==> config.mk <==
export PLATFORM = sky130hd
export DESIGN_NAME = gray_updown_counter
export DESIGN_NICKNAME = d
export VERILOG_FILES = /design/src/rtl/gray_updown_counter_pkg.sv /design/src/rtl/gray_updown_counter_tick_prescaler.sv /design/src/rtl/gray_updown_counter.sv
export SDC_FILE = /design/constraint.sdc
export NUM_CORES = 1
export LEC_CHECK = 0
export CAP_MARGIN = 20
export CORE_MARGIN = 2
export CORE_UTILIZATION = 57
export CTS_CLUSTER_DIAMETER = 120
export DETAILED_ROUTE_END_ITERATION = 10
export PLACE_DENSITY = 0.89
export REMOVE_ABC_BUFFERS = 1
export SLEW_MARGIN = 25
export SYNTH_ARGS = -nofsm -noshare
export SYNTH_HDL_FRONTEND = slang
export SYNTH_SLANG_ARGS = --single-unit
==> constraint.sdc <==
create_clock -name clk -period 2.4 [get_ports clk]
set_input_delay 0.6 -clock clk [delete_from_list [all_inputs] [get_ports clk]]
set_output_delay 0.6 -clock clk [all_outputs]
set_load 0.1 [all_outputs]
==> src/rtl/gray_updown_counter_pkg.sv <==
// Shared helpers for the Gray up/down counter: prescaler sizing and Gray/binary conversion.
// Conversions work on 64-bit zero-extended values; callers truncate to their width.
package gray_updown_counter_pkg;

  localparam int MAX_W = 64;

  // Ceil(log2(v)) with a floor of 1, so a divide-by-1 prescaler still has a legal width.
  function automatic int clog2(input longint unsigned v);
    longint unsigned x;
    int r;
    x = 1;
    r = 0;
    while (x < v) begin
      x = x << 1;
      r = r + 1;
    end
    return (r < 1) ? 1 : r;
  endfunction

  function automatic logic [MAX_W-1:0] bin2gray(input logic [MAX_W-1:0] b);
    return b ^ (b >> 1);
  endfunction

  function automatic logic [MAX_W-1:0] gray2bin(input logic [MAX_W-1:0] g);
    logic [MAX_W-1:0] b;
    b[MAX_W-1] = g[MAX_W-1];
    for (int i = MAX_W - 2; i >= 0; i--) begin
      b[i] = b[i+1] ^ g[i];
    end
    return b;
  endfunction

endpackage

==> src/rtl/gray_updown_counter_tick_prescaler.sv <==
// Prescaler: raises step combinationally on the enabled cycle where the count is DIVISOR-1.
// clr zeroes the count regardless of en; en=0 freezes the count.
module tick_prescaler #(
  parameter int unsigned DIVISOR = 100000000,
  parameter int          PW      = 27
) (
  input  logic clk,
  input  logic rst,
  input  logic en,
  input  logic clr,
  output logic step
);

  localparam logic [PW-1:0] LAST = PW'(DIVISOR - 1);

  logic [PW-1:0] cnt_q;
  logic [PW-1:0] cnt_d;

  assign step = en && (cnt_q == LAST);

  always_comb begin
    cnt_d = cnt_q;
    if (clr) begin
      cnt_d = '0;
    end else if (en) begin
      cnt_d = step ? '0 : cnt_q + PW'(1);
    end
  end

  always_ff @(posedge clk or posedge rst) begin
    if (rst) begin
      cnt_q <= '0;
    end else begin
      cnt_q <= cnt_d;
    end
  end

endmodule

==> src/rtl/gray_updown_counter.sv <==
// N-bit up/down counter advanced every DIVISOR enabled cycles, with registered Gray and binary views.
// Count, tick and wrap all update on the step edge; load wins over a coincident step and drops it.
module gray_updown_counter
  import gray_updown_counter_pkg::*;
#(
  parameter int          N       = 4,
  parameter int unsigned DIVISOR = 100000000
) (
  input  logic         clk,
  input  logic         rst,
  input  logic         en,
  input  logic         up_dn,
  input  logic         load,
  input  logic [N-1:0] load_val,
  output logic [N-1:0] gray_out,
  output logic [N-1:0] bin_out,
  output logic         tick,
  output logic         wrap
);

  localparam int PW = clog2(DIVISOR);

  logic         step;
  logic [N-1:0] bin_q, bin_d;
  logic [N-1:0] gray_q, gray_d;
  logic         tick_q, tick_d;
  logic         wrap_q, wrap_d;

  function automatic logic [N-1:0] to_gray(input logic [N-1:0] b);
    return b ^ (b >> 1);
  endfunction

  tick_prescaler #(
    .DIVISOR (DIVISOR),
    .PW      (PW)
  ) u_prescaler (
    .clk  (clk),
    .rst  (rst),
    .en   (en),
    .clr  (load),
    .step (step)
  );

  always_comb begin
    bin_d  = bin_q;
    tick_d = 1'b0;
    wrap_d = 1'b0;
    if (load) begin
      bin_d = load_val;
    end else if (step) begin
      bin_d  = up_dn ? bin_q + N'(1) : bin_q - N'(1);
      tick_d = 1'b1;
      wrap_d = up_dn ? (&bin_q) : ~(|bin_q);
    end
    // Gray is derived from the next binary value so both registers agree every cycle.
    gray_d = to_gray(bin_d);
  end

  always_ff @(posedge clk or posedge rst) begin
    if (rst) begin
      bin_q  <= '0;
      gray_q <= '0;
      tick_q <= 1'b0;
      wrap_q <= 1'b0;
    end else begin
      bin_q  <= bin_d;
      gray_q <= gray_d;
      tick_q <= tick_d;
      wrap_q <= wrap_d;
    end
  end

  assign bin_out  = bin_q;
  assign gray_out = gray_q;
  assign tick     = tick_q;
  assign wrap     = wrap_q;

endmodule

==> impl_metrics.yaml <==
drt:
  dr_total_vias: 1623
  wl_um: 4150
  drtPass1Iterations: 4
  first_iter_violations: 90
  ant_nets: 0
  remaining_drc_errors: 0
  wire_per_inst_um: 14.7
  vias_per_cell: 5.76
die:
  io_pins: 19
  die_h_um: 64.4
  fp.dieW_um: 64.4
  rows: 21
  core_um2: 3420
  design.die.area_um2: 4150
  start_util_pct: 60.9
min_path:
  worstHoldPathType: "flop to flop"
  hp-start: "u_prescaler.cnt_q[16]"
  hold_end: "u_prescaler.cnt_q[16]"
  hold_path_depth: 2
global_routing:
  grt_max_degree: 37
  grt_overflow: 0
  grt_pass1_wl_um: 7160
  grt_use_total_pct: 22.5
  grt_pass1_vias: 1586
  antenna_found_initial: 0
yosys:
  yosys-top-cells-area: "dfrtp_1 (43%), xor2_1 (8.8%), nor2_1 (5.4%), nand4_1 (3.6%), xnor2_1 (3.4%)"
  synth_seq_area_share_pct: 43.3
  synth_area_um2: 2080
  async_reset_ff_share_pct: 100
  netlist_top_cells_count: "dfrtp_1 (36), nor2_1 (30), xor2_1 (21), nand4_1 (12), nand2_1 (9)"
  postSynthAreaPerCell_um2: 10.0
  yosysMostFrequentCell: "dfrtp_1"
  synthFlopType: "dfrtp_1"
  synth_cell_type_count: 49
  synth_top_area_share_pct: 43.3
  synth_area_leader_cell: "dfrtp_1"
  netlist_instances: 207
  synth_edf_count: 0
  synth_seq_cells: 36
  yosysWarnings: 0
placed_design:
  pre_cts_slack_ns: -0.212
  placed_cell_area_um2: 2330
  place_congestion: 0.788
  portBuffers: 18
  dp_hpwl_um: 2960
setup_path:
  critPathRequiredTime_ns: 2.63
  start_kind: "input pin"
  path_delay_family: "compound AO/OA/AOI/OAI gates"
  critical_path_class: "input pin to flop"
  critPathSlowestCell: "clkdlybuf4s50_1"
  critPathMaxFanout: 4
  path_cells: "clkdlybuf4s50_1 > inv_1 > ha_1 > a21oi_1 > a2111oi_0 > a211oi_1 > nand3b_1 > xnor2_1"
  r2r_start: "u_prescaler.cnt_q[0]"
  end_kind: "flop"
  reg2reg_depth: 6
  reg2reg_to: "gray_out[1]"
  setup.worst_path.start: "up_dn"
  r2r_setup_slack_ns: 0.27
  slowest_delay_ns: 0.49
  worstPathBufferInverterCount: 2
  critical_path_arrival_ns: 2.52
sta:
  whs_ns: 0.564
  period_needed_ns: 2.29
  setup_violations: 0
  hold_viol_final: 0
  period_share_pct: 95.5
  slew-limit-headroom_pct: 58.6
  slew_violations: 0
  rsz0062_at_grt: "no"
  skew_ns: 0.0114
  max_freq_ghz: 0.436
  worst_pin_slew_ns: 0.615
  setup_slack_ns: 0.108
cts:
  clock_path_buffers: 2
  cts_resized: 0
  cts_made_buffers: 5
  holdBufCountCts: 0
  clkTransAtPathRegs_ns: 0.11
  htreeDepth: 2
  cts_tree: "done"
  clock-sinks: 36
  postCtsSetupBuffers: 0
  insertion_delay_ns: 0.34
  cts_root_buf: "clkbuf_4"
layout:
  diodes: 0
  fillers: 258
  fin_nets: 249
  fin_area_um2: 2380
  syn_to_final_growth_pct: 14.5
  drive_gt1_share_pct: 20.8
power_and_ir_drop:
  finalPower_mw: 1.26
  power_density_nw_per_um2: 527
  vdd_drop_max_v: 0.000326
  p_leak_nw: 1.06
outcome:
  status: "complete, no violations"
job:
  drv_cap: 0
[sequential cells by signal, summed over array words and instances (netlist names)]
signal	count
tick	1
bin_out	4
gray_out	3
u_prescaler.cnt_q	27
wrap	1
[cells in the final DEF, fill, tap and decap left out, types with 3 or more instances in the layout]
cell	count
inv_1	7
clkbuf_4	5
nor3_1	5
and3_1	6
nor4_1	4
nand2b_1	4
a21oi_1	6
dfrtp_1	36
nand4_1	12
xor2_1	21
nand2_1	9
ha_1	3
clkdlybuf4s50_1	8
xnor2_1	8
nor2_1	30
nand3_1	7
buf_4	22
[per-stage QoR]
stage	std cells	setup TNS (ns)	utilization [%]
floorplan	198	-0.0663	-
global route	282	0	69.7
global placement	275	-0.349	68.4
detailed placement	275	-0.731	68.4
finish	282	0	69.7
CTS	282	0	69.7
[kinds of logic after synthesis]
group,after synthesis,synth area share [%]
and+or+nand+nor,103,30.6
AOI/OAI and AO/OA,18,6.44
xor gates and xnor gates,29,12.2
buffers and inverters,17,4.69
adders and majority gates,4,2.77
DFF,36,43.3
[metal layers]
layer  GRT usage, %  share of wire, %  vias up
met5              0                 0        -
met4           8.51               2.3        0
met3           5.99               3.8       11
met2           37.5                49       39
met1           27.9                45      786
li1               -                 -      787
[layout make-up]
type / instances / area (um2) / share of cell area, %
Clock buffer: 6 / 41.3 / 1.73
Clock inverter: 1 / 5.00 / 0.210
Inverter: 8 / 30.0 / 1.26
Multi-Input combinational cell: 154 / 1080 / 45.4
Sequential cell: 36 / 901 / 37.8
Tap cell: 46 / 57.6 / 2.42
Timing Repair Buffer: 31 / 265 / 11.1
[power breakdown]
group	switching (mW)	internal [mW]
sequential	0.0166	0.626
combinational	0.231	0.0834
clock	0.191	0.108
total	0.439	0.817
[worst max-delay path by stage]
| stage | endpoint | slack, ns | cells after the start |
|---|---|---|---|
| global route | gray_out[2] | 0.02 | 8 |
| finish | gray_out[2] | 0.11 | 8 |
| CTS | gray_out[2] | 0.16 | 8 |
| global placement | gray_out[0] | -0.13 | 6 |
| detailed placement | gray_out[1] | -0.21 | 6 |
| floorplan | gray_out[1] | -0.05 | 7 |
[worst reg2reg max path, delay by kind of cell (launching register included)]
family	cells	cell delay (ns)
fa+ha+maj	1	0.26
xor+xnor	1	0.16
simple gates	3	1.03
flops	1	0.41
compound gates	1	0.15
(Power assumes the default switching activity.)
